`src/rtl/rv32i_types.sv`:
```
// Shared RV32 types for the execution units: mul/div op encodings, the
// mul/div FSM state enum and the reservation-station entry payload.
// No ports (package).
package rv32i_types;

  localparam int unsigned XLEN       = 32;
  localparam int unsigned REG_ADDR_W = 5;
  localparam int unsigned ROB_IDX_W  = 5;

  // Encodings follow the RV32M funct3 field.
  typedef enum logic [2:0] {
    MOP_MUL    = 3'd0,
    MOP_MULH   = 3'd1,
    MOP_MULHSU = 3'd2,
    MOP_MULHU  = 3'd3,
    MOP_DIV    = 3'd4,
    MOP_DIVU   = 3'd5,
    MOP_REM    = 3'd6,
    MOP_REMU   = 3'd7
  } multop_t;

  typedef enum logic [1:0] {
    IDLE = 2'd0,
    CALC = 2'd1,
    DONE = 2'd2
  } mdu_state_t;

  typedef struct packed {
    logic [XLEN-1:0]       rs1_data;
    logic [XLEN-1:0]       rs2_data;
    multop_t               multop;
    logic [REG_ADDR_W-1:0] rd_addr;
    logic [ROB_IDX_W-1:0]  rd_rob_idx;
    logic                  regf_we;
  } reservation_station_t;

  function automatic logic op_is_div(input multop_t op);
    return (op == MOP_DIV) || (op == MOP_DIVU) || (op == MOP_REM) || (op == MOP_REMU);
  endfunction

  function automatic logic op_is_rem(input multop_t op);
    return (op == MOP_REM) || (op == MOP_REMU);
  endfunction

  function automatic logic op_div_signed(input multop_t op);
    return (op == MOP_DIV) || (op == MOP_REM);
  endfunction

  // rs1 is signed for every multiply except MULHU.
  function automatic logic op_mul_a_signed(input multop_t op);
    return (op != MOP_MULHU);
  endfunction

  function automatic logic op_mul_b_signed(input multop_t op);
    return (op == MOP_MUL) || (op == MOP_MULH);
  endfunction

endpackage

```
`src/rtl/mdu_divider.sv`:
```
// Iterative restoring divider, one quotient bit per i_step.
// Ports:
//   clk, rst                  clock, synchronous active-high reset
//   i_start                   load operands (takes magnitudes, remembers signs)
//   i_step                    perform one restoring step
//   i_dividend, i_divisor     operands (XLEN)
//   i_signed                  treat operands as two's complement
//   o_quotient_c, o_remainder_c  sign-corrected results (valid after 32 steps)
//   o_done_c                  high during the 32nd step
// Divide-by-zero and signed overflow are resolved by the caller.
module mdu_divider
  import rv32i_types::*;
(
  input  logic            clk,
  input  logic            rst,
  input  logic            i_start,
  input  logic            i_step,
  input  logic [XLEN-1:0] i_dividend,
  input  logic [XLEN-1:0] i_divisor,
  input  logic            i_signed,
  output logic [XLEN-1:0] o_quotient_c,
  output logic [XLEN-1:0] o_remainder_c,
  output logic            o_done_c
);

  localparam int unsigned CNT_W = 5;

  logic [XLEN-1:0]  r_quot;
  logic [XLEN-1:0]  r_rem;
  logic [XLEN-1:0]  r_dvsr;
  logic             r_neg_q;
  logic             r_neg_r;
  logic [CNT_W-1:0] r_cnt;

  logic            w_dvd_neg;
  logic            w_dvs_neg;
  logic [XLEN-1:0] w_dvd_mag;
  logic [XLEN-1:0] w_dvs_mag;
  logic [XLEN:0]   w_shift;
  logic [XLEN+1:0] w_diff;
  logic            w_fits;

  // Operand magnitudes; 0x80000000 maps onto itself, which is the correct magnitude.
  assign w_dvd_neg = i_signed & i_dividend[XLEN-1];
  assign w_dvs_neg = i_signed & i_divisor[XLEN-1];
  assign w_dvd_mag = w_dvd_neg ? -i_dividend : i_dividend;
  assign w_dvs_mag = w_dvs_neg ? -i_divisor  : i_divisor;

  // Shift the next dividend bit into the partial remainder and trial-subtract.
  assign w_shift = {r_rem, r_quot[XLEN-1]};
  assign w_diff  = {1'b0, w_shift} - {2'b00, r_dvsr};
  assign w_fits  = ~w_diff[XLEN+1];

  always_ff @(posedge clk) begin
    if (rst) begin
      r_quot  <= '0;
      r_rem   <= '0;
      r_dvsr  <= '0;
      r_neg_q <= 1'b0;
      r_neg_r <= 1'b0;
      r_cnt   <= '0;
    end else if (i_start) begin
      r_quot  <= w_dvd_mag;
      r_rem   <= '0;
      r_dvsr  <= w_dvs_mag;
      r_neg_q <= w_dvd_neg ^ w_dvs_neg;
      r_neg_r <= w_dvd_neg;
      r_cnt   <= '0;
    end else if (i_step) begin
      r_rem   <= w_fits ? w_diff[XLEN-1:0] : w_shift[XLEN-1:0];
      r_quot  <= {r_quot[XLEN-2:0], w_fits};
      r_cnt   <= r_cnt + CNT_W'(1);
    end
  end

  // Remainder takes the dividend's sign.
  assign o_quotient_c  = r_neg_q ? -r_quot : r_quot;
  assign o_remainder_c = r_neg_r ? -r_rem  : r_rem;
  assign o_done_c      = i_step && (r_cnt == CNT_W'(XLEN - 1));

endmodule

```
`src/rtl/mul_div_unit.sv`:
```
// RV32M multiply/divide execution unit with a single-entry CDB output.
// Optional build macro: MDU_FAST_MUL_EN -- multiplies use a single-stage
// multiplier (one CALC cycle) instead of the 32-step shift-add path.
// Ports:
//   clk, rst         clock, synchronous active-high reset
//   flush            abandon any in-flight op
//   issue_valid      reservation station presents an entry
//   issue_entry      operands, op, destination fields
//   mdu_ready        unit accepts an issue this cycle (combinational)
//   mul_valid        one-cycle CDB result pulse (combinational)
//   mul_data, mul_rd_addr, mul_rob_idx   result fields, zero unless mul_valid
module mul_div_unit
  import rv32i_types::*;
#(
  parameter int unsigned ROB_IDX_WIDTH = 5
) (
  input  logic                     clk,
  input  logic                     rst,
  input  logic                     flush,
  input  logic                     issue_valid,
  input  reservation_station_t     issue_entry,
  output logic                     mdu_ready,
  output logic                     mul_valid,
  output logic [XLEN-1:0]          mul_data,
  output logic [REG_ADDR_W-1:0]    mul_rd_addr,
  output logic [ROB_IDX_WIDTH-1:0] mul_rob_idx
);

  localparam int unsigned CNT_W  = 6;
  localparam int unsigned PROD_W = 2 * XLEN;

  mdu_state_t            r_state;
  mdu_state_t            w_next_state;
  logic [CNT_W-1:0]      r_cnt;
  multop_t               r_op;
  logic [REG_ADDR_W-1:0] r_rd;
  logic [ROB_IDX_W-1:0]  r_rob;
  logic [XLEN-1:0]       r_mcand;
  logic [PROD_W-1:0]     r_prod;
  logic                  r_mul_neg;
  logic                  r_special;
  logic [XLEN-1:0]       r_special_val;

  logic              w_accept;
  logic              w_is_div_in;
  logic              w_div_zero;
  logic              w_div_ovf;
  logic              w_special_in;
  logic [XLEN-1:0]   w_special_val;
  logic              w_a_neg;
  logic              w_b_neg;
  logic [XLEN-1:0]   w_a_mag;
  logic [XLEN-1:0]   w_b_mag;
  logic              w_cur_div;
  logic              w_calc_last;
  logic [XLEN:0]     w_sum;
  logic [PROD_W-1:0] w_prod_signed;
  logic [XLEN-1:0]   w_mul_res;
  logic [XLEN-1:0]   w_div_res;
  logic [XLEN-1:0]   w_result;
  logic [XLEN-1:0]   w_quot;
  logic [XLEN-1:0]   w_rem;
  logic              w_div_done_c;
  logic              w_unused_regf_we;

  // Write-enable only matters to the ROB; the unit completes the op either way.
  assign w_unused_regf_we = issue_entry.regf_we;

  assign mdu_ready = (r_state == IDLE) && !flush;
  assign w_accept  = issue_valid && mdu_ready;

  // Divide special cases resolved at issue, bypassing CALC.
  assign w_is_div_in  = op_is_div(issue_entry.multop);
  assign w_div_zero   = (issue_entry.rs2_data == '0);
  assign w_div_ovf    = op_div_signed(issue_entry.multop) &&
                        (issue_entry.rs1_data == 32'h8000_0000) &&
                        (issue_entry.rs2_data == 32'hFFFF_FFFF);
  assign w_special_in = w_is_div_in && (w_div_zero || w_div_ovf);

  always_comb begin
    w_special_val = '0;
    if (w_div_zero) begin
      w_special_val = op_is_rem(issue_entry.multop) ? issue_entry.rs1_data : 32'hFFFF_FFFF;
    end else begin
      w_special_val = op_is_rem(issue_entry.multop) ? 32'h0000_0000 : 32'h8000_0000;
    end
  end

  // Multiply on magnitudes of the 33-bit extended operands; sign restored at the end.
  assign w_a_neg = op_mul_a_signed(issue_entry.multop) & issue_entry.rs1_data[XLEN-1];
  assign w_b_neg = op_mul_b_signed(issue_entry.multop) & issue_entry.rs2_data[XLEN-1];
  assign w_a_mag = w_a_neg ? -issue_entry.rs1_data : issue_entry.rs1_data;
  assign w_b_mag = w_b_neg ? -issue_entry.rs2_data : issue_entry.rs2_data;

  assign w_cur_div = op_is_div(r_op);

  // Shift-add step: conditionally add multiplicand to the upper half, shift right.
  assign w_sum = {1'b0, r_prod[PROD_W-1:XLEN]} + (r_prod[0] ? {1'b0, r_mcand} : '0);

`ifdef MDU_FAST_MUL_EN
  assign w_calc_last = w_cur_div ? w_div_done_c : 1'b1;
`else
  assign w_calc_last = w_cur_div ? w_div_done_c : (r_cnt == CNT_W'(XLEN - 1));
`endif

  mdu_divider u_divider (
    .clk           (clk),
    .rst           (rst),
    .i_start       (w_accept && w_is_div_in),
    .i_step        ((r_state == CALC) && w_cur_div),
    .i_dividend    (issue_entry.rs1_data),
    .i_divisor     (issue_entry.rs2_data),
    .i_signed      (op_div_signed(issue_entry.multop)),
    .o_quotient_c  (w_quot),
    .o_remainder_c (w_rem),
    .o_done_c      (w_div_done_c)
  );

  // State register
  always_ff @(posedge clk) begin
    if (rst) begin
      r_state <= IDLE;
    end else begin
      r_state <= w_next_state;
    end
  end

  // Next-state logic; flush overrides everything but reset.
  always_comb begin
    w_next_state = r_state;
    case (r_state)
      IDLE:    if (w_accept) w_next_state = w_special_in ? DONE : CALC;
      CALC:    if (w_calc_last) w_next_state = DONE;
      DONE:    w_next_state = IDLE;
      default: w_next_state = IDLE;
    endcase
    if (flush) w_next_state = IDLE;
  end

  // Operand latch and multiplier datapath
  always_ff @(posedge clk) begin
    if (rst) begin
      r_cnt         <= '0;
      r_op          <= MOP_MUL;
      r_rd          <= '0;
      r_rob         <= '0;
      r_mcand       <= '0;
      r_prod        <= '0;
      r_mul_neg     <= 1'b0;
      r_special     <= 1'b0;
      r_special_val <= '0;
    end else if (w_accept) begin
      r_cnt         <= '0;
      r_op          <= issue_entry.multop;
      r_rd          <= issue_entry.rd_addr;
      r_rob         <= issue_entry.rd_rob_idx;
      r_mcand       <= w_a_mag;
      r_prod        <= {{XLEN{1'b0}}, w_b_mag};
      r_mul_neg     <= w_a_neg ^ w_b_neg;
      r_special     <= w_special_in;
      r_special_val <= w_special_val;
    end else if (r_state == CALC) begin
      r_cnt <= r_cnt + CNT_W'(1);
      if (!w_cur_div) begin
`ifdef MDU_FAST_MUL_EN
        r_prod <= PROD_W'(r_mcand) * PROD_W'(r_prod[XLEN-1:0]);
`else
        r_prod <= {w_sum, r_prod[XLEN-1:1]};
`endif
      end
    end
  end

  // Result selection
  assign w_prod_signed = r_mul_neg ? -r_prod : r_prod;
  assign w_mul_res     = (r_op == MOP_MUL) ? w_prod_signed[XLEN-1:0] : w_prod_signed[PROD_W-1:XLEN];
  assign w_div_res     = op_is_rem(r_op) ? w_rem : w_quot;
  assign w_result      = r_special ? r_special_val : (w_cur_div ? w_div_res : w_mul_res);

  // CDB outputs, forced to zero outside the valid pulse.
  assign mul_valid   = (r_state == DONE) && !flush;
  assign mul_data    = mul_valid ? w_result : '0;
  assign mul_rd_addr = mul_valid ? r_rd : '0;
  assign mul_rob_idx = mul_valid ? ROB_IDX_WIDTH'(r_rob) : '0;

endmodule
```
`config.mk`:
```
export PLATFORM = sky130hd
export DESIGN_NAME = mul_div_unit
export DESIGN_NICKNAME = d
export VERILOG_FILES = /design/src/rtl/rv32i_types.sv /design/src/rtl/mdu_divider.sv /design/src/rtl/mul_div_unit.sv
export SDC_FILE = /design/constraint.sdc
export NUM_CORES = 1
export LEC_CHECK = 0
export CORE_MARGIN = 3
export CORE_UTILIZATION = 55
export DETAILED_ROUTE_END_ITERATION = 6
export DONT_BUFFER_PORTS = 1
export HOLD_SLACK_MARGIN = 0.08
export PLACE_DENSITY_LB_ADDON = 0.05
export SETUP_SLACK_MARGIN = 0.15
export SYNTH_ARGS = -nofsm -noshare
export SYNTH_HDL_FRONTEND = slang
export SYNTH_HIERARCHICAL = 1
export SYNTH_SLANG_ARGS = --single-unit
```
`constraint.sdc`:
```
create_clock -name clk -period 4.4 [get_ports clk]
set_input_delay 0.88 -clock clk [delete_from_list [all_inputs] [get_ports clk]]
set_output_delay 0.88 -clock clk [all_outputs]
set_load 0.05 [all_outputs]
```
# [Word level (Yosys, flattened, before mapping)]
# Index checks and enable logic that the tools add are counted.
[classes] add_sub_neg=9 n_eq_ne=19 n_mux=29 bitwise_logic=8 reduce_logical=33
[ops] op="32-bit two-way mux" n=21
[ops] op="32-bit negation" n=4
[ops] op="32-bit == test (second input constant)" n=2
[ops] op="64-bit two-way mux" n=1
[ops] op="64-bit negation" n=1
[ops] op="33-bit by 32-bit subtractor with 34-bit output" n=1
[ops] op="32-bit by 32-bit adder with 33-bit output" n=1
[ops] op="32-bit logical NOT" n=1
[ops] op="3-bit == test (second input constant)" n=8
[ops] op="1-bit logical OR" n=11
[ops] op="5-bit two-way mux" n=2
[ops] op="1-bit logical AND" n=9
[ops] op="6-bit by 1-bit adder with 6-bit output (second input constant)" n=1
[ops] op="6-bit by 5-bit == test with 1-bit output (second input constant)" n=1
[ops] op="3-bit logical NOT" n=2
[ops] op="2-bit two-way mux" n=3
[ops] op="2-bit != test (second input constant)" n=3
[ops] op="2-bit AND reduction" n=3
[ops] op="2-bit OR reduction" n=3
[ops] op="5-bit by 1-bit adder with 5-bit output (second input constant)" n=1
[ops] op="5-bit == test (second input constant)" n=1
[ops] op="1-bit AND" n=4
[ops] op="2-bit one-hot mux with 2 select lines" n=1
[ops] op="2-bit nonzero test" n=2
[ops] op="other kinds (9)" n=11
[word_totals] reg_bits=254 input_bits=82 out_inout_bits=44 word_cells=115

# [Longest topological paths before layout]
[depth] depth_word=9 mapped_depth=13

# [Hierarchy]
# The synthesis kept the hierarchy.
[by_module_without_submodules] module="mul_div_unit" instances=1 cells_per_inst=1609 area_each_um2=11543.6
[by_module_without_submodules] module="mdu_divider" instances=1 cells_per_inst=1096 area_each_um2=8411.8

# [Worst setup path after synthesis]
# No wires, ideal clock.
[synth_timing] path_kind="register -> output" from="reg r_prod[16]" to="out mul_data[15]" arrival_time_ps=5141 t_required_ps=3520 slack_ps=-1621 stages_incl_launch_ff=10 path_buffers=1 cell_sequence="dfxtp_1 -> or4_4 -> or4_4 -> or4_4 -> buf_6 -> or3_4 -> o21ai_1 -> xnor2_1 -> a2111oi_2 -> a2111oi_0"
[synth_between] elab_chain_len=6
[synth_lines] item="from (decl)" line_no="mul_div_unit.sv:39" source="logic [PROD_W-1:0] r_prod;"
[synth_lines] item="from (signal assigned)" line_no="mul_div_unit.sv:158" source="r_prod <= {{XLEN{1'b0}}, w_b_mag};"
[synth_lines] item="from (signal assigned)" line_no="mul_div_unit.sv:168" source="r_prod <= {w_sum, r_prod[XLEN-1:1]};"
[synth_lines] item="64-bit negation" line_no="mul_div_unit.sv:175" source="assign w_prod_signed = r_mul_neg ? -r_prod : r_prod;"
[synth_lines] item="64-bit two-way mux" line_no="mul_div_unit.sv:175"
[synth_lines] item="32-bit two-way mux" line_no="mul_div_unit.sv:176" source="assign w_mul_res = (r_op == MOP_MUL) ? w_prod_signed[XLEN-1:0] : w_prod_signed[PROD_W-1:XLEN];"
[synth_lines] item="32-bit two-way mux (2 in a row)" line_no="mul_div_unit.sv:178" source="assign w_result = r_special ? r_special_val : (w_cur_div ? w_div_res : w_mul_res);"
[synth_lines] item="32-bit two-way mux" line_no="mul_div_unit.sv:182" source="assign mul_data = mul_valid ? w_result : '0;"
[synth_lines] item="to (decl)" line_no="mul_div_unit.sv:24" source="output logic [XLEN-1:0] mul_data,"
# Every way passes these cells.

# [Worst setup path after layout]
[layout_timing] from="reg u_divider.r_quot[6]" to="out mul_data[29]"
[layout_between] elab_chain_len=6
[layout_lines] item="from (decl)" line_no="mdu_divider.sv:28" source="logic [XLEN-1:0] r_quot;"
[layout_lines] item="from (signal assigned)" line_no="mdu_divider.sv:63" source="r_quot <= w_dvd_mag;"
[layout_lines] item="from (signal assigned)" line_no="mdu_divider.sv:71" source="r_quot <= {r_quot[XLEN-2:0], w_fits};"
[layout_lines] item="32-bit negation" line_no="mdu_divider.sv:77" source="assign o_quotient_c = r_neg_q ? -r_quot : r_quot;"
[layout_lines] item="32-bit two-way mux" line_no="mdu_divider.sv:77"
[layout_lines] item="via w_quot[29]" line_no="mul_div_unit.sv:61" source="logic [XLEN-1:0] w_quot;"
[layout_lines] item="32-bit two-way mux" line_no="mul_div_unit.sv:177" source="assign w_div_res = op_is_rem(r_op) ? w_rem : w_quot;"
[layout_lines] item="32-bit two-way mux (2 in a row)" line_no="mul_div_unit.sv:178"
[layout_lines] item="32-bit two-way mux" line_no="mul_div_unit.sv:182"
# The timed path passes the listed nets, and every way through them passes these cells.

==> impl_metrics.ini <==
[sta]
max_slew.worst_pin.slew_ps = 1186
finalSetupViolations = 24
max_frequency_ghz = 0.1827
slew_viol_final = 0
fin_worst_skew_ps = 18.96
postLayoutSetupSlackWorst_ps = -1073
grt_setup_unrepaired = true
final_period_minus_worst_setup_slack_ps = 5473
slew_headroom_pct = 20.76
post-route-period-util_pct = 124.4
hold_violations = 0

[clock_tree]
clock_tree.buffer_depth = 3
htree_num_levels = 1
tritoncts = built
clock_sinks = 254
worst_skew_pair.late_latency_ps = 580
cts-buffers-inserted = 31
path_clk_slew_ps = 60
postCtsHoldBufs = 0
cts-root-buf = sky130_fd_sc_hd__clkbuf_16

[yosys]
async_s_r_ff_share_synth_pct = 0
ys_ff_latch = 254
synth_top_area_share_pct = 25.48
yosysWarningCount = 6
avgSynthCellArea_sq_um = 7.377
ys_top_cells_by_area = sky130_fd_sc_hd__dfxtp_1 (25%), sky130_fd_sc_hd__xnor2_1 (7.5%), sky130_fd_sc_hd__nand2_1 (6.9%), sky130_fd_sc_hd__ha_1 (4.7%), sky130_fd_sc_hd__nor2_1 (4.6%)
synth_area_sq_um = 19960
post_synth_num_cell_types = 77
synth_top_flop_cell = sky130_fd_sc_hd__dfxtp_1
syn-instance-count = 2705
synth_top_cell_by_area = sky130_fd_sc_hd__dfxtp_1
ys_seq_area_share_pct = 25.48
synth-edff-count = 0
postSynthNetCount = 2864

[global_route]
grt.total_usage_pct = 35.52
grt_pass1_wl_microns = 109900
grt_max_degree = 135
global_route.peak_usage_layer = met2
grt_util_met1_pct = 47.12
met3_usage_pct = 7.846
globalRouteOverflowTotal = 0
antenna_found_initial = 0
grt_pass1_vias = 19550
met2_usage_pct = 57.40

[drt]
avgViaCountPerCell = 6.515
drt_pre_antenna_iters = 6
drc = 0
via_count = 20890
drtAntennaViolNets = 0
detailedRoute.firstIterationViolations = 2198
detail_route.wl_per_cell_microns = 22.44
wirelength_microns = 71940

[place]
detailedPlacementHpwl_microns = 53450
io_buffers = 0
dpl.cell_count = 3135
gp_congestion = 0.9651
place_worst_setup_slack_ps = -584.8

[pwr]
power.total_mw = 6.580
power.static_leakage_nw = 8.473
ir_worst_vdd_uv = 241.9
pwr_density_cell_nw_per_um2 = 284.8

[setup_path]
worst-path-max-fanout = 3
cp_launch_type = flop
r2r_setup_slack_ps = 610
setup.worst_path.class = reg2out
timing.critical_path.required_ps = 3520
type_of_destination_of_the_critical_path = output port
arrival_ps = 4590

[finish]
insertedDiodeCount = 0
synthToLayoutAreaGrowth_pct = 15.76
post_route_cells_drive_above_1_share_pct = 12.42
nets = 2880
final_cells = 3206

[floorplanning]
initial_utilization_pct = 55.97
row_count = 69
floorplan.die.width_microns = 196.5
io_pins = 126
die_span_in_y_microns = 196.5
design.die.area_sq_um = 38600
placeableCoreArea_sq_um = 35660

[min_path]
hold_class = in2reg

[status]
violations = setup timing
status = finished, violations left

[run]
cap_violations = 0
-- path summary, 6_finish.rpt --
kind                                                     endpoint  depth (start not counted)                             start
worst max-delay path                                 mul_data[29]                         13  u_divider/r_quot[6]$_SDFFE_PP0P_
worst min-delay path            u_divider/r_dvsr[22]$_SDFFE_PP0P_                          1                               rst
worst max register to register            r_prod[60]$_SDFFE_PP0P_                         11            r_prod[0]$_SDFFE_PP0P_
worst min register to register              r_rob[4]$_SDFFE_PP0P_                          2             r_rob[4]$_SDFFE_PP0P_
-- repair_timing --
item                                    in CTS  in global routing
buffers inserted                             9                  4
gates cloned                                 1                  0
resized for setup                           65                 39
pin swaps                                   29                 30
endpoints found under the setup margin      32                 31
-- sequential cells by signal (all words and copies together) (netlist names), 2 cells and up --
signal,cells
r_op,3
r_rob,5
r_prod,64
r_mcand,32
u_divider/r_quot,32
r_special_val,32
r_cnt,6
r_rd,5
u_divider/r_dvsr,32
u_divider/r_rem,32
r_state,2
u_divider/r_cnt,5
-- cell type report --
class | count | area [sq um]
Fill cell | 3215 | 12560
Multi-Input combinational cell | 2190 | 14470
Timing Repair Buffer | 164 | 1588
Sequential cell | 254 | 5091
Inverter | 80 | 300.3
Clock buffer | 45 | 918.4
Clock inverter | 12 | 151.4
Tap cell | 461 | 576.8
-- routing by layer --
layer / share of wire (%) / vias to the layer above
li1: - / 9854
met1: 42 / 9989
met2: 46 / 892
met3: 8.7 / 151
met4: 3.6 / 0
met5: 0 / -
-- power breakdown --
group	internal, mW	switching [mW]	leakage [nW]
registers	2.39	0.100	2.07
clock network	1.62	1.08	0.524
logic	0.554	0.844	5.88
-- critical path: stages (launching register included) --
cell and delay [ps]:
sky130_fd_sc_hd__dfxtp_1 310, sky130_fd_sc_hd__or4_4 530, sky130_fd_sc_hd__or3_4 350, sky130_fd_sc_hd__or3_4 380, sky130_fd_sc_hd__or4_4 440, sky130_fd_sc_hd__or3_4 350, sky130_fd_sc_hd__or4_4 470, sky130_fd_sc_hd__o41ai_4 250
sky130_fd_sc_hd__xnor2_1 130, sky130_fd_sc_hd__mux2i_1 180, sky130_fd_sc_hd__nor2_1 80, sky130_fd_sc_hd__a21oi_2 250, sky130_fd_sc_hd__a21oi_4 110, sky130_fd_sc_hd__buf_12 170
-- layout by cell type (no fill, tap or decap), types with 31 or more instances in the layout --
cell,synthesis,layout
sky130_fd_sc_hd__mux2i_1,52,50
sky130_fd_sc_hd__xor2_1,97,96
sky130_fd_sc_hd__nand3_1,42,42
sky130_fd_sc_hd__inv_1,79,78
sky130_fd_sc_hd__o31ai_1,56,46
sky130_fd_sc_hd__nand2_1,367,363
sky130_fd_sc_hd__and2_1,42,41
sky130_fd_sc_hd__dfxtp_1,254,249
sky130_fd_sc_hd__buf_4,2,127
sky130_fd_sc_hd__ha_1,75,75
sky130_fd_sc_hd__a311oi_1,50,50
sky130_fd_sc_hd__nor2b_1,31,31
sky130_fd_sc_hd__a21oi_1,172,163
sky130_fd_sc_hd__nor4_1,36,33
sky130_fd_sc_hd__nor3_1,65,58
sky130_fd_sc_hd__xnor2_1,172,171
sky130_fd_sc_hd__a211oi_1,101,100
sky130_fd_sc_hd__nand4_1,32,32
sky130_fd_sc_hd__a31oi_1,35,34
sky130_fd_sc_hd__clkbuf_16,0,31
sky130_fd_sc_hd__o21ai_0,168,157
sky130_fd_sc_hd__nor2_1,242,239
sky130_fd_sc_hd__or3_1,39,36
-- kinds of logic after synthesis --
logic type               Yosys count  share of synthesized area [%]
AO/OA/AOI/OAI                    776                          25.59
XOR/XNOR                         269                          11.81
adder cells (fa/ha/maj)           77                          4.903
buffers and inverters            261                          4.985
flip-flops                       254                          25.48
multiplexers                      63                          3.229
AND/OR/NAND/NOR                 1005                          24.01
-- synthesized netlist by cell type, types with 19 or more instances --
cell type,number
sky130_fd_sc_hd__ha_1,75
sky130_fd_sc_hd__o21ai_0,168
sky130_fd_sc_hd__xor2_1,97
sky130_fd_sc_hd__nand3_1,42
sky130_fd_sc_hd__nand2_1,367
sky130_fd_sc_hd__a21oi_1,172
sky130_fd_sc_hd__a31oi_1,35
sky130_fd_sc_hd__a21o_1,19
sky130_fd_sc_hd__a221oi_1,20
sky130_fd_sc_hd__or3_1,39
sky130_fd_sc_hd__nor3_1,65
sky130_fd_sc_hd__and2_1,42
sky130_fd_sc_hd__mux2i_1,52
sky130_fd_sc_hd__nor2b_1,31
sky130_fd_sc_hd__o41ai_1,29
sky130_fd_sc_hd__nand4_1,32
sky130_fd_sc_hd__o22ai_1,29
sky130_fd_sc_hd__a311oi_1,50
sky130_fd_sc_hd__clkbuf_1,162
sky130_fd_sc_hd__nand2b_1,23
sky130_fd_sc_hd__inv_1,79
sky130_fd_sc_hd__dfxtp_1,254
sky130_fd_sc_hd__o31ai_1,56
sky130_fd_sc_hd__nor2_1,242
sky130_fd_sc_hd__nor4_1,36
sky130_fd_sc_hd__a211oi_1,101
sky130_fd_sc_hd__xnor2_1,172
sky130_fd_sc_hd__and3_1,21
-- per-stage QoR --
step / util [%] / setup TNS (ps) / hold slack, ps / area, sq um
after floorplan: - / -1098 / 419.8 / 20040
after global placement: 60.01 / -1653 / 435.4 / 21400
after detailed placement: 60.01 / -1833 / 442.1 / 21400
after CTS: 64.11 / -8357 / 366.0 / 22860
after global routing: 64.79 / -11990 / 351.7 / 23100
final: 64.79 / -9564 / 377.4 / 23100
Power figures use the tool's default switching activity.
